<file path="config.mk">
export PLATFORM = sky130hd
export DESIGN_NAME = mem_arbiter
export DESIGN_NICKNAME = d
export VERILOG_FILES = /design/src/rtl/mem_arbiter.sv
export SDC_FILE = /design/constraint.sdc
export NUM_CORES = 1
export LEC_CHECK = 0
export CAP_MARGIN = 40
export CORE_AREA = 2 2 534 536
export DETAILED_ROUTE_END_ITERATION = 6
export DIE_AREA = 0 0 536 538
export DONT_BUFFER_PORTS = 1
export MAX_ROUTING_LAYER = met4
export PLACE_DENSITY = 0.3
export SYNTH_ARGS = -nofsm -noshare
export SYNTH_HDL_FRONTEND = slang
export SYNTH_SLANG_ARGS = --single-unit
</file>
<file path="constraint.sdc">
create_clock -name clk -period 3.96 [get_ports clk]
set_input_delay 0.396 -clock clk [delete_from_list [all_inputs] [get_ports clk]]
set_output_delay 0.396 -clock clk [all_outputs]
set_load 0.01 [all_outputs]
</file>
<file path="src/rtl/mem_arbiter.sv">
// Purpose : shares one physical memory port between the icache (read-only) and the dcache (read/write).
// Latency : request -> pmem strobe 1 cycle; resp is combinational with pmem_resp; one IDLE cycle after each completion.
// Backpr. : requests are held until their resp; stall_i/stall_d stay high until the matching resp pulse.
// Optional: define MEM_ARB_ROUND_ROBIN_EN to alternate grants when both caches request (default: dcache priority).
module mem_arbiter #(
    parameter int ADDR_W = 32,
    parameter int LINE_W = 256
) (
    input  logic              clk,
    input  logic              rst_n,
    // icache side
    input  logic              i_read,
    input  logic [ADDR_W-1:0] i_address,
    output logic [LINE_W-1:0] i_rdata,
    output logic              i_resp,
    // dcache side
    input  logic              d_read,
    input  logic              d_write,
    input  logic [ADDR_W-1:0] d_address,
    input  logic [LINE_W-1:0] d_wdata,
    output logic [LINE_W-1:0] d_rdata,
    output logic              d_resp,
    // physical memory side
    output logic              pmem_read,
    output logic              pmem_write,
    output logic [ADDR_W-1:0] pmem_address,
    output logic [LINE_W-1:0] pmem_wdata,
    input  logic [LINE_W-1:0] pmem_rdata,
    input  logic              pmem_resp,
    // pipeline stalls
    output logic              stall_i,
    output logic              stall_d
);

    typedef enum logic [1:0] {
        IDLE    = 2'd0,
        SERVE_I = 2'd1,
        SERVE_D = 2'd2
    } state_t;

    // last_grant encoding: 0 = icache, 1 = dcache
    localparam logic GRANT_I = 1'b0;
    localparam logic GRANT_D = 1'b1;

    state_t              state_q, state_d;
    logic                pmem_read_q, pmem_read_d;
    logic                pmem_write_q, pmem_write_d;
    logic [ADDR_W-1:0]   pmem_address_q, pmem_address_d;
    logic [LINE_W-1:0]   pmem_wdata_q, pmem_wdata_d;
    logic                last_grant_q, last_grant_d;

    logic                i_req;
    logic                d_req;
    logic                grant_d;

    assign i_req = i_read;
    assign d_req = d_read | d_write;

    // Winner selection while IDLE; only meaningful when at least one request is pending.
    always_comb begin
        grant_d = 1'b0;
`ifdef MEM_ARB_ROUND_ROBIN_EN
        // Contended: the cache not served last wins; a sole requester always wins.
        grant_d = d_req & (~i_req | (last_grant_q == GRANT_I));
`else
        // Fixed priority: dcache wins whenever it requests; last_grant is bookkeeping only.
        grant_d = d_req;
`endif
    end

    // Next-state, request latching and completion handling.
    always_comb begin
        state_d        = state_q;
        pmem_read_d    = pmem_read_q;
        pmem_write_d   = pmem_write_q;
        pmem_address_d = pmem_address_q;
        pmem_wdata_d   = pmem_wdata_q;
        last_grant_d   = last_grant_q;

        unique case (state_q)
            IDLE: begin
                // Stray pmem_resp here is ignored: nothing is outstanding.
                if (grant_d) begin
                    state_d        = SERVE_D;
                    pmem_address_d = d_address;
                    // Read+write together is treated as a write.
                    if (d_write) begin
                        pmem_write_d = 1'b1;
                        pmem_read_d  = 1'b0;
                        pmem_wdata_d = d_wdata;
                    end else begin
                        pmem_write_d = 1'b0;
                        pmem_read_d  = 1'b1;
                    end
                end else if (i_req) begin
                    state_d        = SERVE_I;
                    pmem_address_d = i_address;
                    pmem_read_d    = 1'b1;
                    pmem_write_d   = 1'b0;
                end
            end
            SERVE_I: begin
                // Address/data stay latched until completion regardless of requester inputs.
                if (pmem_resp) begin
                    state_d      = IDLE;
                    pmem_read_d  = 1'b0;
                    pmem_write_d = 1'b0;
                    last_grant_d = GRANT_I;
                end
            end
            SERVE_D: begin
                if (pmem_resp) begin
                    state_d      = IDLE;
                    pmem_read_d  = 1'b0;
                    pmem_write_d = 1'b0;
                    last_grant_d = GRANT_D;
                end
            end
            default: begin
                state_d      = IDLE;
                pmem_read_d  = 1'b0;
                pmem_write_d = 1'b0;
            end
        endcase
    end

    // State and latched memory-request registers; async reset abandons any outstanding transaction.
    always_ff @(posedge clk or negedge rst_n) begin
        if (!rst_n) begin
            state_q        <= IDLE;
            pmem_read_q    <= 1'b0;
            pmem_write_q   <= 1'b0;
            pmem_address_q <= '0;
            pmem_wdata_q   <= '0;
            last_grant_q   <= GRANT_I;
        end else begin
            state_q        <= state_d;
            pmem_read_q    <= pmem_read_d;
            pmem_write_q   <= pmem_write_d;
            pmem_address_q <= pmem_address_d;
            pmem_wdata_q   <= pmem_wdata_d;
            last_grant_q   <= last_grant_d;
        end
    end

    // Memory port driven straight from the latched request.
    assign pmem_read    = pmem_read_q;
    assign pmem_write   = pmem_write_q;
    assign pmem_address = pmem_address_q;
    assign pmem_wdata   = pmem_wdata_q;

    // Completion is routed combinationally to whichever cache owns the port.
    assign i_resp  = (state_q == SERVE_I) & pmem_resp;
    assign d_resp  = (state_q == SERVE_D) & pmem_resp;
    assign i_rdata = pmem_rdata;
    assign d_rdata = pmem_rdata;

    // A requester is stalled from request until the cycle its resp pulses.
    assign stall_i = i_req & ~i_resp;
    assign stall_d = d_req & ~d_resp;

endmodule

</file>
# After elaboration in Yosys (flattened, before gate mapping)
# Index checks and enable logic that the tools add are counted.
[word_totals]
inputBits = 582
elab_cells = 37
regBits = 292
out_inout_bits = 806
[op_classes]
bitwise = 7
muxes = 15
eq_ne = 4
reduce_logical = 6
[ops]
columns = ["operator", "count"]
rows = [
  ["$mux W32", 2],
  ["$mux W1", 7],
  ["$mux W2", 3],
  ["$and A1 B1 Y1", 4],
  ["$pmux W1 S2", 2],
  ["$pmux W2 S2", 1],
  ["$reduce_and A2 Y1", 2],
  ["$ne A3 B3 Y1 const B", 1],
  ["$reduce_and A3 Y1", 1],
  ["$eq A2 B1 Y1 const B", 1],
  ["$eq A2 B2 Y1 const B", 1],
  ["$logic_not A2 Y1", 1],
  ["$ne A2 B1 Y1 const B", 1],
  ["$not A1 Y1", 2],
  ["$reduce_bool A2 Y1", 1],
  ["$reduce_or A2 Y1", 1],
  ["$or A1 B1 Y1", 1],
]

# Longest topological paths before layout
# Gate-level depths: netlist (run 1).
[depth]
ltp_word = 4
ltp_mapped = 6
ltp_nobuf = 5

# Least setup slack after synthesis (run 1)
# OpenSTA, ideal clock, no wires.
[synth_timing]
path_kind = "register to register"
start = "register state_q[0]"
end = "register pmem_wdata_q[100] (netlist: pmem_wdata[100])"
t_arrival_ps = 1447
setup_ps = 125
period_less_slack_ps = 1572
required_time_ps = 3835
path_buffers = 2
path_slack_ps = 2388
stages_incl_launch_ff = 7
path_cell_list = "dfrtp_1 inv_1 ha_1 nand2_2 buf_6 buf_6 mux2_4"
[synth_via]
elab_chain_cells = 2
[synth_rtl]
columns = ["element", "line", "text"]
rows = [
  ["from (decl)", "45", "state_t state_q, state_d;"],
  ["from (signal assigned)", "137", "state_q <= state_d;"],
  ["$logic_not A2 Y1", "80", "unique case (state_q)"],
  ["$reduce_and A3 Y1 (no source line)", "-", ""],
  ["to (signal assigned)", "141", "pmem_wdata_q <= pmem_wdata_d;"],
  ["to (decl)", "49", "logic [LINE_W-1:0] pmem_wdata_q, pmem_wdata_d;"],
]
# Every way passes these cells.
# A chain may end at the register's enable or synchronous reset.

# Final worst setup path (run 1)
[layout_timing]
start = "register state_q[0]"
end = "output port stall_d"
[layout_via]
elab_chain_cells = 4
[layout_rtl]
columns = ["element", "line", "text"]
rows = [
  ["$eq A2 B2 Y1", "-", ""],
  ["$and A1 B1 Y1", "154", "assign d_resp = (state_q == SERVE_D) & pmem_resp;"],
  ["via d_resp", "22", "output logic d_resp,"],
  ["$not A1 Y1", "160", "assign stall_d = d_req & ~d_resp;"],
  ["$and A1 B1 Y1", "160", ""],
  ["to (decl)", "32", "output logic stall_d"],
]
# The timed path passes the listed nets, and every way through them passes these cells.

==> results.toml, run 1 <==
[die]
die_w_microns = 536
initial_core_util_pct = 5.68
ios = 1388
core-area_sq_mm = 0.283
die_height_microns = 538
rows = 196
dieArea_sq_mm = 0.288

[setup_path]
cp_top_family = "simple AND/OR/NAND/NOR gates"
worstPathMaxFanout = 3
crit_chain = "inv_1 -> ha_1 -> and2_1 -> nor2_1 -> buf_6"
r2r_start = "state_q[0]"
slowest_delay_ps = 390
worstSetupEndpoint = "stall_d"
crit_required_ps = 3560
critPathCaptureType = "output pin"
cp_num_cells = 5
cp_num_buf_inv = 2
slowest_stage = "dfrtp_1"
rr_worst_depth = 6
worstSetupStartpoint = "state_q[0]"
timing.rr.end = "pmem_wdata[111]"
crit_type = "reg -> out"
startpoint_type = "register"
crit_arrival_ps = 2030
r2r_setup_slack_ps = 1640

[hold_path]
hold_class = "in -> async"

[yosys]
synth_top_family_by_area = "buffers and inverters"
synth.net_count = 1807
synth_area_leader_cell = "dfrtp_1"
synth-edff-count = 0
synthAdderAreaFrac_pct = 0.233
syn-instance-count = 1222
synthMuxAreaShare_pct = 25.5
ys_seq_area_share_pct = 45.4
syn_area_per_cell_sq_um = 13.2
synth_cell_types = 25
synthArstFlopShare_pct = 100
synthSimpleGateAreaFrac_pct = 1.16
yosysTopAreaCellShare_pct = 45.4
synth-compound-area-share_pct = 1.43
ys_warn_count = 0
synthXorXnorAreaFrac_pct = 0
synth_area_sq_mm = 0.0161
synth_flop_cell = "dfrtp_1"
ys_seq_elements = 292
synth_area_leaders = "dfrtp_1 45%, buf_4 24%, mux2_4 22%"

[cells_and_area]
nets = 1640
layout_commonest_cell = "dlygate4sd3_1"
final_cell_mix = "322 x dlygate4sd3_1, 292 x dfrtp_1, 240 x mux2_4, 45 x clkbuf_16, 34 x nand2_1"
area_growth_pct = 34.7
final_cells = 4861
final_layout_size_suffix_gt1_share_pct = 32.1

[sta]
slew_headroom_pct = 34.8
finalClockSkew_ps = 29.6
whs_ps = -535
period_needed_ps = 2420
clock.fmax_mhz = 413
period_share_pct = 61.2
setup_viol = 0
tightest_slew_ps = 977
hold_viol = 292
drv_slew = 0
rsz0062_at_grt = "no"
tns_ps = 0

[global_route]
grt_util_all_layers_pct = 7.52
grt_max_degree = 293
overflow = 0
grt_pass1_vias = 9017
antenna_found_initial = 75
grt_pass1_wl_microns = 130000

[clocking]
clockRootBuffer = "clkbuf_16"
clk_pin_slew_ps = 60
clk_path_buf_depth = 3
cts_buffers = 43
hold_buffers = 322
cts_tree = "yes"
clk_latency_ps = 640
cts_htree_levels = 2
cts.sinks = 292
post_cts_buffers = 0
cts.repair.resized = 0

[drt]
dr_total_vias = 8507
wl_per_cell_microns = 22.8
drt_wl_total_microns = 111000
drt_iter0_drc = 305
first_pass_iters = 4
routed_via_density = 1.75
final_antenna_net_count = 0
drc_errors = 0

[power_and_ir_drop]
leakage_nw = 8.21
powerDensity_mw_per_mm2 = 772
p_switching_mw = 6.80
total_power_mw = 16.7
comb_power_share_pct = 24.3
peakVddDrop_v = 0.000282
switching_share_pct = 40.7
pwr-share-clk_pct = 26.2
seq_power_share_pct = 49.5
p_int_mw = 9.93

[placed_design]
dp_hpwl_microns = 94800
place_inst = 4449
numPortBuffers = 0
routabilityCongestion = 0.710

[run_status]
violations = "hold timing"
status = "finished, violations left"

[run]
drv_cap = 0
==> sequential cells by signal, indices dropped and copies added (netlist names) <==
name / count
pmem_wdata: 256
pmem_write: 1
state_q: 2
pmem_read: 1
pmem_address: 32
==> power groups by stage <==
stage / registers, mW / logic (mW) / clock network [mW]
after floorplan: 6.06 / 3.91 / 0
after global placement: 8.72 / 3.69 / 0
after detailed placement: 8.69 / 3.76 / 0
after CTS: 8.63 / 4.14 / 4.63
after global routing: 8.97 / 4.38 / 4.72
final: 8.29 / 4.07 / 4.38
==> how the worst min path moves through the flow <==
stage                       to  start  depth (start not counted)
3_5_place_dp    pmem_wdata[33]  rst_n                          0
3_3_place_gp    pmem_wdata[33]  rst_n                          0
4_1_cts         pmem_wdata[33]  rst_n                          0
2_1_floorplan  pmem_address[0]  rst_n                          0
5_1_grt         pmem_wdata[33]  rst_n                          0
6_report        pmem_wdata[33]  rst_n                          0
==> layout make-up <==
class	count	area, sq um
well taps	3762	4710
inverters	4	15.0
fillers	32700	262000
clock inverters	18	312
flip-flops and latches	292	7310
clock buffers	59	1270
repair buffers	339	3460
multi-input cells	375	4570
diodes	12	30.0
==> synthesized netlist by cell type, types with 3 or more instances <==
cell type	count
dfrtp_1	292
o21ai_0	31
nand2_1	34
inv_1	4
buf_4	515
buf_2	7
mux2i_1	32
mux2_4	240
buf_6	27
a21oi_1	4
mux2_2	16
ha_1	3
==> layer usage <==
layer  wire, microns  share of wire, %  GRT usage, %  up-vias
li1                -                 -             -     3236
met1           30500                28          5.65     3817
met2           47500                43          11.2     1073
met3           27300                25          8.18      381
met4            5420               4.9          3.51        0
met5               0                 0             -        -
==> through the flow <==
stage               hold slack (ps)  instance area, sq um  util, %  setup slack (ps)
floorplan                       100                 16100        -              2390
global placement                110                 16800     5.92              1520
detailed placement              108                 16800     5.94              1620
CTS                            -627                 21600     7.64              1260
global route                   -598                 21700     7.65              1370
finish                         -535                 21700     7.65              1540
==> cell families (layout without fill, tap and decap cells) <==
| kind of cell | after synthesis | count (layout) |
|---|---|---|
| buffers and inverters | 555 | 420 |
| flip-flops | 292 | 292 |
| multiplexers | 288 | 288 |
| AND/OR/NAND/NOR | 43 | 43 |
| AO/OA/AOI/OAI | 41 | 41 |
| adder cells (fa/ha/maj) | 3 | 3 |
| other | 0 | 12 |
(Power assumes the default switching activity.)
==> run 2: changes to the inputs <==
ABC_AREA = 1   (was default)
CORE_AREA = 2 2 536 538   (was 2 2 534 536)
DIE_AREA = 0 0 538 540   (was 0 0 536 538)
clock period = 2.1 ns   (was 3.96 ns; I/O delays follow)
==> run 2 against run 1 <==
Net effect:
- the flow still finishes with violations (hold timing)
- cell count grew 13%
- hold slack lost 210 ps
- clock skew up 28 ps
- total power rose by 75%
- combinational power up 41%
- synthesized cell count is 54% higher
- critical path type is now reg -> reg
==> results.toml, run 2 <==
[run_status]
violations = "hold timing"
status = "finished, violations left"

[drt]
final_antenna_net_count = 0
wl_per_cell_microns = 27.1
dr_total_vias = 12000
drt_wl_total_microns = 149000
drt_iter0_drc = 980
routed_via_density = 2.18
first_pass_iters = 7
drc_errors = 0

[power_and_ir_drop]
leakage_nw = 8.77
seq_power_share_pct = 54.8
p_switching_mw = 14.3
switching_share_pct = 49.1
peakVddDrop_v = 0.000534
comb_power_share_pct = 19.6
p_int_mw = 14.9
pwr-share-clk_pct = 25.6
powerDensity_mw_per_mm2 = 1390

[sta]
setup_viol = 0
whs_ps = -745
drv_slew = 0
period_needed_ps = 1940
period_share_pct = 92.3
hold_viol = 292
finalClockSkew_ps = 57.6
rsz0062_at_grt = "no"
slew_headroom_pct = 13.0
setup_slack_ps = 162
tns_ps = 0
clock.fmax_mhz = 516
tightest_slew_ps = 1310

[clocking]
clk_latency_ps = 670
cts_htree_levels = 2
clk_path_buf_depth = 3
clk_pin_slew_ps = 60
cts_buffers = 43
cts.sinks = 292
cts_tree = "yes"
clockRootBuffer = "clkbuf_16"
hold_buffers = 342

[placed_design]
dp_hpwl_microns = 130000
place_worst_setup_slack_ps = 304
routabilityCongestion = 0.887
numPortBuffers = 0

[die]
core-area_sq_mm = 0.284
initial_core_util_pct = 5.38
die_w_microns = 538
ios = 1388
dieArea_sq_mm = 0.291
die_height_microns = 540
rows = 196

[global_route]
grt_util_all_layers_pct = 10.2
top_usage_layer = "met2"
use_met2_pct = 14.1
grt_pass1_vias = 12100
gr-usage-met1_pct = 7.34
met3_usage_pct = 12.9
overflow = 0
antenna_found_initial = 83
grt_max_degree = 293
grt_pass1_wl_microns = 177000

[setup_path]
cp_common_cell = "nand2_1"
slowest_stage = "dlygate4sd3_1"
critPathCaptureType = "register"
crit_chain = "inv_1 -> ha_2 -> nand2_4 -> clkinv_8 -> buf_12 -> nand2_1 -> dlygate4sd3_1 -> nand2_1"
worstPathMaxFanout = 19
crit_arrival_ps = 2540
crit_required_ps = 2700
crit_type = "reg -> reg"
startpoint_type = "register"
slowest_delay_ps = 550

[yosys]
yosysTopAreaCellShare_pct = 47.7
ys_warn_count = 0
synth_area_leaders = "dfrtp_1 48%, buf_4 25%, nand2_1 23%"
ys_seq_area_share_pct = 47.7
synth-edff-count = 0
synth_common_cells = "945 x nand2_1, 513 x buf_4, 292 x dfrtp_1, 48 x buf_2, 34 x nand3_1"
syn_area_per_cell_sq_um = 8.16
synth_cell_types = 14
synthArstFlopShare_pct = 100
synth_flop_cell = "dfrtp_1"
synth_area_leader_cell = "dfrtp_1"
synth_most_common_cell = "nand2_1"
ys_seq_elements = 292
synth.net_count = 2461
synth_area_sq_mm = 0.0153
syn-instance-count = 1876

[cells_and_area]
layout_commonest_cell = "nand2_1"
final_cell_mix = "944 x nand2_1, 341 x dlygate4sd3_1, 292 x dfrtp_1, 43 x clkbuf_16, 34 x nand3_1"
nets = 2294
largest_reg_flops = 256
fill_cells = 33300
area_growth_pct = 37.5
final_layout_size_suffix_gt1_share_pct = 6.21

[run]
drv_cap = 0

[hold_path]
hold_class = "in -> async"
-- run 2: logic make-up (layout without fill, tap and decap cells) --
kind of cell | Yosys count | after routing | synth area share, %
buf+inv | 593 | 455 | 27.5
simple gates | 988 | 990 | 24.6
flops | 292 | 292 | 47.7
fa+ha+maj | 3 | 3 | 0.245
other cells | 0 | 9 | 0
-- run 2: final timing paths --
| check | cells after the start | startpoint | slack, ps | end |
|---|---|---|---|---|
| max in group asynchronous | 0 | rst_n | 1810 | pmem_wdata[135] |
| hold reg to reg | 2 | state_q[0] | 510 | state_q[0] |
| setup reg to reg | 8 | state_q[0] | 160 | pmem_wdata[12] |
| setup / recovery | 8 | state_q[0] | 160 | pmem_wdata[12] |
| hold / removal | 0 | rst_n | -750 | pmem_wdata[97] |
| min in group clk | 5 | d_read | 70 | state_q[1] |
-- run 2: final cells by class --
class	instances	area [sq um]	share of cell area (%)
Inverter	10	50.0	0.238
Multi-Input combinational cell	993	3830	18.2
Clock buffer	56	1180	5.63
Clock inverter	20	183	0.868
Timing Repair Buffer	369	3770	17.9
Antenna cell	9	22.5	0.107
Sequential cell	292	7310	34.7
Tap cell	3762	4710	22.4
-- run 2: through the flow --
step | utilization [%] | power [mW] | std cells | instance area (sq um)
after floorplan | - | 16.0 | 1876 | 15300
after global placement | 5.70 | 21.5 | 5081 | 16200
after detailed placement | 5.70 | 21.4 | 5081 | 16200
after CTS | 7.38 | 30.1 | 5499 | 21000
after global routing | 7.40 | 31.9 | 5508 | 21000
final | 7.40 | 29.2 | 5511 | 21100
-- run 2: power groups by stage --
stage               Combinational [mW]  Clock, mW  Sequential (mW)
floorplan                         4.61          0             11.4
global placement                  4.97          0             16.5
detailed placement                5.08          0             16.4
CTS                               5.88       7.92             16.3
global route                      6.62       8.08             17.2
finish                            5.74       7.48             16.0
-- run 2: worst max-delay path, delay by kind of cell (launching register included) --
kind / cells / cell delay [ps]
adders and majority gates: 1 / 250
DFF: 1 / 390
buffers and inverters: 4 / 1000
and+or+nand+nor: 3 / 220
-- run 2: what timing repair did --
action	CTS	global route
gates resized for setup	3	4
buffers inserted	0	1
endpoints found under the setup margin	2	9
cloned	0	2
pin swaps	0	1
hold endpoints to repair	584	292
-- run 2: per-layer routing --
metal	up-vias	routed length, microns
met4	0	8410
met3	513	43500
met2	1276	60000
met5	-	0
met1	5420	37300
li1	4822	-
==> run 3: changes to the inputs <==
ABC_AREA = default   (was 1)
CORE_AREA = 2 2 534 536   (was 2 2 536 538)
DIE_AREA = 0 0 536 538   (was 0 0 538 540)
SKIP_LAST_GASP = 1   (was default)
==> run 3 against run 2 <==
Net effect:
- setup slack worse by 52 ps
- sequential power barely moved
- largest cell class unchanged
- the run still ends with hold timing left
- fmax fell by 2.6%
- non-clock buffer count grew 1
- hold slack improved by 18 ps
- design area rose by 3.2%
- clock skew down 43 ps
- critical endpoint is now pmem_wdata[157]
- count of clock-buffer cells in the layout shrank 1
==> results.toml, run 3 (synthesis results as in run 1) <==
[run_status]
status = "finished, violations left"
violations = "hold timing"

[die]
core-area_sq_mm = 0.283
ios = 1388
initial_core_util_pct = 5.68
die_height_microns = 538
die_w_microns = 536
dieArea_sq_mm = 0.288
rows = 196

[cells_and_area]
largest_reg_flops = 256
final_cells = 4886
layout_commonest_cell = "dlygate4sd3_1"
multi_input_area_sq_mm = 0.00458
final_cell_mix = "335 x dlygate4sd3_1, 292 x dfrtp_1, 240 x mux2_4, 40 x clkbuf_16, 34 x nand2_1"
final_layout_size_suffix_gt1_share_pct = 32.5
nets = 1667
fin_util_pct = 7.67
fill_cells = 32800
ff_latch_area_sq_mm = 0.00731
area_growth_pct = 35.0

[setup_path]
crit_arrival_ps = 2490
crit_chain = "inv_2 -> buf_4 -> ha_1 -> nand2_8 -> mux2_4 -> dlygate4sd3_1"
rr_worst_depth = 6
crit_required_ps = 2600
worstPathMaxFanout = 11
critPathCaptureType = "register"
cp_top_family = "buffers and inverters"
cp_num_cells = 6
slowest_delay_ps = 560
crit_type = "reg -> reg"
cp_num_buf_inv = 3
startpoint_type = "register"
slowest_stage = "dlygate4sd3_1"

[clocking]
clockRootBuffer = "clkbuf_16"
cts_buffers = 39
clk_latency_ps = 640
clk_path_buf_depth = 3
hold_buffers = 335
cts_htree_levels = 2
cts_tree = "yes"
clk_pin_slew_ps = 80
cts.sinks = 292

[power_and_ir_drop]
powerDensity_mw_per_mm2 = 1450
leakage_nw = 8.23
peakVddDrop_v = 0.000582
total_power_mw = 31.4

[placed_design]
routabilityCongestion = 0.716
dp_hpwl_microns = 95100
numPortBuffers = 0
place_inst = 4467

[sta]
period_needed_ps = 1990
rsz0062_at_grt = "yes"
tightest_slew_ps = 1150
setup_viol = 0
period_share_pct = 94.8
whs_ps = -727
hold_viol = 292
finalClockSkew_ps = 14.7
clock.fmax_mhz = 502
drv_slew = 0
tns_ps = 0
slew_headroom_pct = 23.3

[global_route]
overflow = 0
grt_pass1_wl_microns = 130000
grt_max_degree = 293
grt_pass1_vias = 9192
antenna_found_initial = 45
grt_util_all_layers_pct = 7.50

[drt]
routed_via_density = 1.75
drc_errors = 0
dr_total_vias = 8555
drt_wl_total_microns = 111000
first_pass_iters = 4
wl_per_cell_microns = 22.7
drt_iter0_drc = 267
final_antenna_net_count = 0

[run]
drv_cap = 0

[hold_path]
hold_class = "in -> async"
==> run 3: changes by cell type in the layout (fill, tap and decap cells not counted), moves of 16 or more <==
cell / previous run / this run
nand2_1: 944 / 34
mux2_4: 0 / 240
nand3_1: 34 / 0
mux2i_1: 0 / 32
o21ai_0: 0 / 31
mux2_2: 0 / 16
==> run 3: final cells by class <==
type,count,area share (%)
Clock buffer,55,5.14
Antenna cell,13,0.150
Inverter,4,0.0691
Tap cell,3762,21.7
Sequential cell,292,33.6
Timing Repair Buffer,370,17.5
Multi-Input combinational cell,375,21.1
Clock inverter,15,0.766
==> run 3: path summary, 6_finish.rpt <==
path | start | endpoint | slack, ps
min in group clk | d_write | pmem_wdata[36] | 120
max in group asynchronous | rst_n | pmem_wdata[177] | 1880
worst max-delay path | state_q[1] | pmem_wdata[157] | 110
worst max register to register | state_q[1] | pmem_wdata[157] | 110
worst min register to register | state_q[1] | state_q[1] | 540
worst min-delay path | rst_n | pmem_wdata[33] | -730
==> run 3: power breakdown <==
part	leakage, nW	internal [mW]	switching [mW]
Clock	0.620	3.99	3.10
Combinational	4.17	5.52	2.69
Sequential	3.45	8.45	7.69
Total	8.23	18.0	13.5
==> run 3: metal layers <==
metal	wire (microns)	vias to the layer above	global-route usage (%)
met1	32400	3916	6.00
li1	-	3299	-
met3	25400	336	7.59
met2	47100	1004	11.0
met5	0	-	-
met4	5990	0	3.80
==> run 3: timing repair <==
item | in CTS | in global routing
resized for setup | 4 | 3
pin swaps | 2 | 0
setup buffers | 1 | 0
endpoints found under the setup margin | 2 | 3
endpoints found under the hold margin | 584 | 292
==> run 3: per-stage QoR <==
step	cell area (sq um)	setup slack, ps	hold slack, ps
3_3_place_gp	17000	203	-77.3
2_1_floorplan	16100	528	-85.6
6_report	21700	110	-727
5_1_grt	21700	-8.82	-800
4_1_cts	21700	2.73	-826
3_5_place_dp	17000	251	-75.4
